==> config.mk <==
export PLATFORM = sky130hd
export DESIGN_NAME = sng_stream_scheduler
export DESIGN_NICKNAME = d
export VERILOG_FILES = /design/src/rtl/sng_stream_scheduler.sv
export SDC_FILE = /design/constraint.sdc
export NUM_CORES = 1
export LEC_CHECK = 0
export CORE_UTILIZATION = 37
export CTS_BUF_LIST = sky130_fd_sc_hd__clkbuf_8
export CTS_CLUSTER_DIAMETER = 40
export DETAILED_ROUTE_END_ITERATION = 8
export MAX_ROUTING_LAYER = met4
export PLACE_DENSITY = 0.64
export SLEW_MARGIN = 30
export SYNTH_ARGS = -nofsm -noshare
export SYNTH_HDL_FRONTEND = slang
export SYNTH_SLANG_ARGS = --single-unit
==> constraint.sdc <==
create_clock -name i_clk_sng -period 6.4 [get_ports i_clk_sng]
set_input_delay 1.92 -clock i_clk_sng [delete_from_list [all_inputs] [get_ports i_clk_sng]]
set_output_delay 1.92 -clock i_clk_sng [all_outputs]
set_load 0.005 [all_outputs]
==> src/rtl/sng_stream_scheduler.sv <==
// sng_stream_scheduler: round-robin arbiter sharing one 16-slot unary-weighted
// stochastic bitstream generator among NREQ valid/ready requesters.
module sng_stream_scheduler #(
  parameter int NREQ = 4,
  localparam int ID_W = $clog2(NREQ)
) (
  input  logic              i_clk_sng,
  input  logic              i_rst_sng,
  input  logic [NREQ-1:0]   i_req_valid,
  input  logic [4*NREQ-1:0] i_req_data,
  output logic [NREQ-1:0]   o_req_ready,
  output logic              o_bit,
  output logic              o_bit_valid,
  input  logic              i_bit_ready,
  output logic              o_bit_last,
  output logic [ID_W-1:0]   o_bit_id,
  input  logic              i_abort,
  output logic              o_done,
  output logic [ID_W-1:0]   o_done_id,
  output logic              o_done_aborted,
  output logic [4:0]        o_ones_cnt,
  output logic              o_busy
);
  typedef enum logic [1:0] {IDLE = 2'b00, GEN = 2'b01, DONE = 2'b10} state_e;
  state_e          state_q, state_d;
  logic [ID_W-1:0] rr_q, rr_d, id_q, id_d, gnt_id, idx;
  logic [3:0]      k_q, k_d, x_q, x_d;
  logic [4:0]      ones_q, ones_d;
  logic            ab_q, ab_d, init_q, gnt_found, grant, bit_w, is_gen;
  logic [1:0]      sel;
  always_ff @(posedge i_clk_sng or posedge i_rst_sng) begin
    if (i_rst_sng) begin
      state_q <= IDLE;
      rr_q    <= '0;
      id_q    <= '0;
      k_q     <= '0;
      x_q     <= '0;
      ones_q  <= '0;
      ab_q    <= 1'b0;
      init_q  <= 1'b0;
    end else begin
      state_q <= state_d;
      rr_q    <= rr_d;
      id_q    <= id_d;
      k_q     <= k_d;
      x_q     <= x_d;
      ones_q  <= ones_d;
      ab_q    <= ab_d;
      init_q  <= 1'b1;
    end
  end
  always_comb begin
    gnt_found = 1'b0;
    gnt_id    = '0;
    idx       = '0;
    for (int i = 0; i < NREQ; i++) begin
      idx = ID_W'((int'(rr_q) + i) % NREQ);
      if (!gnt_found && i_req_valid[idx]) begin
        gnt_found = 1'b1;
        gnt_id    = idx;
      end
    end
  end
  // init_q keeps every output at 0 during the first cycle after reset
  assign grant  = init_q && state_q == IDLE && gnt_found;
  assign is_gen = state_q == GEN;
  // slot k picks operand bit weighted 8/4/2/1 times over slots 0..14
  assign sel    = !k_q[0] ? 2'd3 : k_q[1:0] == 2'b01 ? 2'd2 : k_q[2:0] == 3'b011 ? 2'd1 : 2'd0;
  assign bit_w  = is_gen && k_q != 4'd15 && x_q[sel];
  always_comb begin
    state_d = state_q;
    rr_d    = rr_q;
    id_d    = id_q;
    k_d     = k_q;
    x_d     = x_q;
    ones_d  = ones_q;
    ab_d    = ab_q;
    case (state_q)
      IDLE: if (grant) begin
        state_d = GEN;
        x_d     = i_req_data[gnt_id*4 +: 4];
        id_d    = gnt_id;
        k_d     = '0;
        ones_d  = '0;
        ab_d    = 1'b0;
        rr_d    = gnt_id == ID_W'(NREQ - 1) ? '0 : gnt_id + 1'b1;
      end
      GEN: if (i_abort) begin
        state_d = DONE;
        ab_d    = 1'b1;
      end else if (i_bit_ready) begin
        k_d     = k_q + 4'd1;
        ones_d  = ones_q + 5'(bit_w);
        state_d = k_q == 4'd15 ? DONE : GEN;
      end
      DONE:    state_d = IDLE;
      default: state_d = IDLE;
    endcase
  end
  assign o_req_ready    = grant ? {{(NREQ-1){1'b0}}, 1'b1} << gnt_id : '0;
  assign o_bit          = bit_w;
  assign o_bit_valid    = is_gen && !i_abort;
  assign o_bit_last     = is_gen && k_q == 4'd15;
  assign o_bit_id       = is_gen ? id_q : '0;
  assign o_done         = state_q == DONE;
  assign o_done_id      = o_done ? id_q : '0;
  assign o_done_aborted = o_done && ab_q;
  assign o_ones_cnt     = o_done ? ones_q : '0;
  assign o_busy         = state_q != IDLE;
endmodule
==> results.py <==
metrics = {
    "drt": {
        "drc": 0,
        "drtAntennaViolNets": 0,
        "drt-total-wl_um": 2790,
        "drt_iter0_markers": 22,
        "dr.pass1.iters": 4,
        "via_per_inst": 4.95,
        "vias": 1139,
        "routedWlPerCell_um": 12.1,
    },
    "timing": {
        "fin_crit_sh": 0.936,
        "tns_ps": 0,
        "fmax_ghz": 0.167,
        "hold_violations": 0,
        "worstMarginPinSlew_ps": 810,
        "slew_headroom": 0.460,
        "slew_violations": 0,
        "setup_viol": 0,
        "rsz0062_at_grt": "no",
        "clock_skew_ps": 4.68,
        "fin_crit_ps": 5990,
    },
    "synth": {
        "synth_ff_type": "dfrtp_1",
        "ys_warn_count": 0,
        "yosys.area_share.simple": 0.237,
        "syn_nets": 175,
        "synth_cell_types": 37,
        "synth_area_per_cell_um2": 9.41,
        "async_flop_share": 1.00,
        "synth_edf_count": 0,
        "synthAdderAreaFrac": 0.0843,
        "synth_compound_area_frac": 0.158,
        "synth_mux_area_frac": 0.0768,
        "synth_top_family_by_area": "simple AND/OR/NAND/NOR gates",
        "yosys.area_share.xor_xnor": 0.00655,
        "synth-seq-cells": 21,
        "synth_cells": 142,
        "synth-seq-area-share": 0.393,
        "netlist_area_um2": 1340,
    },
    "layout": {
        "final_common_cell": "clkdlybuf4s50_1",
        "register_area_um2": 526,
        "final_cell_mix": "clkdlybuf4s50_1 (42), nand2_1 (21), dfrtp_1 (21)",
        "final_nets": 218,
        "drive_above_1_share": 0.0598,
        "multi_input_area_um2": 756,
        "finalNonFillerCells": 230,
        "area_growth_pct": 37.9,
        "stdcell_area_um2": 1840,
        "fillers": 323,
        "diodes": 0,
    },
    "placement": {
        "port_buffers": 42,
        "dp_hpwl_um": 2180,
        "dpl-instance-area_um2": 1800,
        "gp_congestion": 0.758,
        "dp.cells": 226,
    },
    "min_path": {
        "min_path_cells": 2,
        "min_path_type": "reg -> reg",
        "hp-start": "x_q[0]",
    },
    "setup_path": {
        "cp_max_fo": 9,
        "endpoint": "o_req_ready[0]",
        "worstPathArrival_ps": 4070,
        "worst_setup_path_end_kind": "primary output",
        "reg2reg_from": "k_q[0]",
        "r2r_end": "ones_q[4]",
        "rr_worst_depth": 11,
        "crit_start": "i_req_valid[1]",
        "cp-start-kind": "input pin",
        "reg2reg_slack_ps": 3940,
        "required_ps": 4480,
        "worstSetupPathType": "in -> out",
    },
    "power": {
        "static-leakage-power_nw": 0.831,
        "powerDensity_nw_per_um2": 267,
        "vdd_drop_max_v": 0.000211,
        "p_total_w": 0.000492,
    },
    "grt": {
        "grt.total_usage": 0.160,
        "grt_first_pass_wirelength_um": 4400,
        "met2_usage": 0.246,
        "grt_use_met1": 0.208,
        "grt_pass1_vias": 1012,
        "grt_use_met3": 0.0476,
        "top_usage_layer": "met2",
        "grt_max_degree": 22,
        "antenna_found_initial": 0,
        "globalRouteOverflowTotal": 0,
    },
    "clocking": {
        "htreeDepth": 1,
        "cts_buffers": 3,
        "hold_buffers": 0,
        "cts_num_sinks": 21,
        "cts-resized-gates": 0,
        "root_buffer": "clkbuf_8",
        "path_clk_slew_ps": 70,
        "cts_max_path_buffers": 2,
        "cts_tree": "done",
        "clk_latency_ps": 260,
        "cts_setup_buffers": 0,
    },
    "floorplan": {
        "rows": 21,
        "core-area_um2": 3390,
        "die_w_um": 62.1,
        "die_area_um2": 3860,
        "ios": 43,
        "die_h_um": 62.1,
        "initial_core_util": 0.394,
    },
    "job": {
        "maxCapViolCount": 0,
    },
    "outcome": {
        "status": "complete, no violations",
    },
}
## per-stage QoR
stage	worst slack, ps	util	hold slack (ps)
2_1_floorplan	1440	-	451
3_3_place_gp	477	0.530	479
3_5_place_dp	407	0.530	476
4_1_cts	392	0.544	498
5_1_grt	279	0.544	508
6_report	412	0.544	496
## cell type report
class                      count  share of cell area
inverter                       8              0.0163
tap                           46              0.0312
multi-input combinational    108               0.410
timing repair buffer          43               0.232
clock buffer                   3              0.0224
clock inverter                 1             0.00272
sequential                    21               0.285
## where the power goes
part	internal, W	total, W	switching, W
Sequential	0.000169	0.000198	0.0000287
Clock	0.0000433	0.0000862	0.0000429
Combinational	0.000105	0.000207	0.000102
Total	0.000318	0.000492	0.000174
## layer usage
metal | vias up | share of wire
met2 | 27 | 0.48
met1 | 533 | 0.47
met4 | 0 | 0.0050
met3 | 2 | 0.046
li1 | 577 | -
met5 | - | 0
## registers in the layout, indices dropped and copies added, names as in the netlist
| name | flops |
|---|---|
| init_q | 1 |
| rr_q | 2 |
| id_q | 2 |
| state_q | 2 |
| ones_q | 5 |
| k_q | 4 |
| x_q | 4 |
| ab_q | 1 |
## cells in the mapped netlist, types with 2 or more instances
cell type / instances / area (µm²)
o21ai_1: 2 / 10.0
inv_1: 7 / 26.3
and2_1: 14 / 87.6
clkbuf_1: 2 / 7.51
ha_1: 9 / 113
nand2_1: 21 / 78.8
nor2_1: 7 / 26.3
o221ai_1: 5 / 43.8
mux2i_1: 8 / 80.1
a21oi_1: 2 / 10.0
or4_1: 3 / 22.5
nand2b_1: 2 / 12.5
o31ai_1: 3 / 22.5
o21ai_0: 4 / 20.0
buf_2: 2 / 10.0
nor2b_1: 5 / 31.3
nand3_1: 4 / 20.0
o211ai_1: 3 / 22.5
dfrtp_1: 21 / 526
## how the worst min path moves through the flow
stage | endpoint | slack, ps
5_1_grt | ab_q | 510
3_3_place_gp | x_q[0] | 480
2_1_floorplan | x_q[3] | 450
3_5_place_dp | x_q[0] | 480
4_1_cts | x_q[0] | 500
6_report | x_q[0] | 500
## worst max-delay path: stages
cell and delay (ps):
clkdlybuf4s50_1 580, nor2b_1 90, a21boi_1 140, o32ai_2 310
buf_4 260, ha_1 150, and2_1 110, clkdlybuf4s50_1 490
## logic make-up (layout without fill, tap and decap cells)
kind of cell	count (synthesis)	count (layout)
compound gates	26	26
xor+xnor	1	1
fa+ha+maj	9	9
buf+inv	13	55
flops	21	21
mux	9	9
other cells	1	1
simple gates	62	62
Power figures use the tool's default switching activity.
==> edit 1, RTL diff (config.mk and constraints unchanged) <==
Put a register stage on the output `o_ones_cnt`, cleared by the reset. The value now appears one clock later. The other outputs are not delayed to match.
--- a/src/rtl/sng_stream_scheduler.sv
+++ b/src/rtl/sng_stream_scheduler.sv
@@ -106,5 +106,11 @@
   assign o_done_id      = o_done ? id_q : '0;
   assign o_done_aborted = o_done && ab_q;
-  assign o_ones_cnt     = o_done ? ones_q : '0;
+  always_ff @(posedge i_clk_sng or posedge i_rst_sng) begin
+    if (i_rst_sng) begin
+      o_ones_cnt <= '0;
+    end else begin
+      o_ones_cnt <= o_done ? ones_q : '0;
+    end
+  end
   assign o_busy         = state_q != IDLE;
 endmodule
Formal check against the unedited RTL: not equivalent (a bounded check fails within 10 cycles, from zero or initial values and one cycle with i_rst_sng high).
==> edit 1 against the unedited design <==
  * Power grew 8.5%
  * Critical path type unchanged
  * Worst setup slack better by 0.020 ns
  * Synthesized area increased by 11%
  * Final area is 6.9% higher
  * Core utilization down 1.7 points
  * Critical path depth unchanged
  * Sequential cell count rose by 5
  * Critical endpoint is now o_req_ready[3]
  * Wire length is 9.9% higher
==> edit 1: results <==
[critical_path]
worstPathArrival_ns = 4.05
reg2reg_slack_ns = 3.91
crit_path_max_incr_delay_ns = 0.49
r2r-end = ones_q[2]
critPathCapture = o_req_ready[3]
worstSetupStartpoint = i_req_valid[0]

[cells_and_area]
comb.multi_input.count = 110
largest_registers = o_ones_cnt x5, ones_q x5
fillCellCount = 352
layout-area-overhead-vs-synth_pct = 33.0
proportion_of_cell_area_occupied_by_multi_input_gates_pct = 38.4
design.final.nets = 226
layout.sequential_cells = 26

[global_route]
grt_pass1_wl_mm = 5.27
gr-usage-all-layers_pct = 16.7
first_global_vias = 1185
grt_max_degree = 27
grt.met2_usage_pct = 26.4
globalRouteMet1Util_pct = 21.3

[sta]
period_minus_slack_ns = 5.97
final.setup_skew_ns = 0.00292

[synth]
yosys.area_share.adder_pct = 7.60
postSynthNetCount = 185
synthesis.area_per_instance_sq_um = 9.75
yosys-top-cells-count = sky130_fd_sc_hd__dfrtp_1 (26), sky130_fd_sc_hd__nand2_1 (15), sky130_fd_sc_hd__and2_1 (14)
post_synth_xor_area_fraction_pct = 2.36
synthesized_area_fraction_occupied_by_ao_oa_aoi_and_oai_cells_pct = 12.8

[place]
placed_cells_incl_taps = 236
hpwlAfterDp_mm = 2.38
placed_cell_area_sq_mm = 0.00193
placement.setup.worst_slack_ns = 0.430

[detailed_routing]
avgViaCountPerCell = 5.10
detail_route.wirelength.met1_mm = 1.43
detailed_router_s_first_iteration_violation_count = 58
met2_routed_wirelength_mm = 1.46
routed_wire_length_per_instance_um = 12.8

[power_and_ir_drop]
psw_uw = 183
p_comb_share_pct = 39.2
power.sequential.total_uw = 234
leakagePower_uw = 0.000885
maxPowerGroup = registers
irDropWorstVdd_mv = 0.162

[min_path]
holdPathEnd = id_q[1]
hold_path_startpoint = id_q[1]

[status]
run_status = complete, no violations
## edit 1: cell types whose count changed in the layout (fill, tap and decap cells not counted), moves of 2 or more
cell	unedited run	this run
sky130_fd_sc_hd__or4_1	3	0
sky130_fd_sc_hd__nor3_1	1	3
sky130_fd_sc_hd__nand3_1	4	6
sky130_fd_sc_hd__o21ai_1	2	0
sky130_fd_sc_hd__dfrtp_1	21	26
sky130_fd_sc_hd__o21ai_0	4	8
sky130_fd_sc_hd__o41ai_1	0	2
sky130_fd_sc_hd__nor2b_1	5	2
sky130_fd_sc_hd__nand2_1	21	15
sky130_fd_sc_hd__nor2_1	7	13
sky130_fd_sc_hd__xnor2_1	0	4
sky130_fd_sc_hd__o211ai_1	3	1
sky130_fd_sc_hd__o31ai_1	3	0
==> edit 2, RTL diff (config.mk and constraints unchanged) <==
Without the edit above. The parameter `NREQ` goes from 4 to 2.
--- a/src/rtl/sng_stream_scheduler.sv
+++ b/src/rtl/sng_stream_scheduler.sv
@@ -2,5 +2,5 @@
 // stochastic bitstream generator among NREQ valid/ready requesters.
 module sng_stream_scheduler #(
-  parameter int NREQ = 4,
+  parameter int NREQ = 2,
   localparam int ID_W = $clog2(NREQ)
 ) (
Ports: changed (5 resized); port bits go from 43 to 29. No check against the original RTL was run, so the function may have changed too.
==> edit 2 against the unedited design <==
  * Worst setup slack better by 0.80 ns
  * Sequential cell count fell by 2
  * Highest routed layer unchanged
  * Clock skew fell by 0.0033 ns
  * Critical path type unchanged
  * Synthesized area down 23%
  * Core utilization is 0.44 points lower
  * Largest cell class unchanged
  * Final area down 26%
  * Wire length fell by 21%
Power is not compared: it rests on default switching activity, and its combinational part moved more than twofold at a synthesized area within 25%.
==> edit 2: results <==
[synth]
netlist_top_cells_area = sky130_fd_sc_hd__dfrtp_1 (46%), sky130_fd_sc_hd__ha_1 (6.1%), sky130_fd_sc_hd__o21ai_0 (5.8%), sky130_fd_sc_hd__and2_1 (5.5%), sky130_fd_sc_hd__a222oi_1 (3.9%)
synth.mux.area_fraction_pct = 1.94
synthesis.instances = 106
postSynthNetCount = 125
post_synth_num_cell_types = 29
post_synth_xor_area_fraction_pct = 0
synthesized_area_fraction_occupied_by_ao_oa_aoi_and_oai_cells_pct = 17.0
yosys-top-cells-count = sky130_fd_sc_hd__dfrtp_1 (19), sky130_fd_sc_hd__o21ai_0 (12), sky130_fd_sc_hd__and2_1 (9), sky130_fd_sc_hd__inv_1 (9), sky130_fd_sc_hd__nand2_1 (8)
synth.ff_latch_count = 19

[place]
placed_cell_area_sq_mm = 0.00133
placement.setup.worst_slack_ns = 1.25
gp_routability_congestion = 0.793
hpwlAfterDp_mm = 1.68
port_buffers = 28

[global_route]
grt_max_degree = 20
grt_pass1_wl_mm = 3.57
grt.met2_usage_pct = 29.1
gr-usage-all-layers_pct = 17.5
first_global_vias = 832
globalRouteMet1Util_pct = 20.3

[critical_path]
critPathCapture = o_bit_valid
ff2ff_path_depth = 10
reg2reg_slack_ns = 3.67
crit_fanout = 4
worstPathArrival_ns = 3.27

[cells_and_area]
largest_registers = ones_q x5, k_q x4, x_q x4
final_cell_count_no_fill = 164
num_antenna_cells = 0
final_layout_size_suffix_gt1_share_pct = 5.97
design_area_sq_mm = 0.00137

[status]
run_status = complete, no violations

[min_path]
hold_path_startpoint = ones_q[4]
holdPathEnd = ones_q[4]

[detailed_routing]
avgViaCountPerCell = 5.53
detailed_router_s_first_iteration_violation_count = 25
routed_wire_length_per_instance_um = 13.5
drt_pre_antenna_iters = 4

[sta]
final.setup_skew_ns = 0.00136
period_minus_slack_ns = 5.19
hold_slack_ns = 0.477
timing.slew.headroom_pct = 51.5
edit 2: cell count changes in the layout (fill, tap and decap cells not counted), sizes merged, moves of 5 or more:
cell / delta
clkdlybuf4s50: -14
mux2i: -6
and2: -5
o221ai: -5
nand2: -12
o21ai: +6
nor2: -6
edit 2: layout make-up:
type | count | area, sq um
Multi-Input combinational cell | 74 | 499
Tap cell | 30 | 37.5
Clock buffer | 3 | 41.3
Fill cell | 245 | 1170
Timing Repair Buffer | 28 | 280
Clock inverter | 1 | 5.00
Inverter | 9 | 33.8
Sequential cell | 19 | 475
edit 2: power groups by stage:
stage               Sequential (uW)  Combinational (uW)  Clock, uW
global placement                169                99.8          0
finish                          167                 100       86.6
global route                    171                 113       92.8
CTS                             167                 102       87.3
detailed placement              170                 102          0
floorplan                       162                66.7          0
edit 2: layer usage:
layer	wire (um)	vias up
met1	970	438
met3	103	3
met4	26	0
met2	1120	31
met5	0	-
li1	-	435
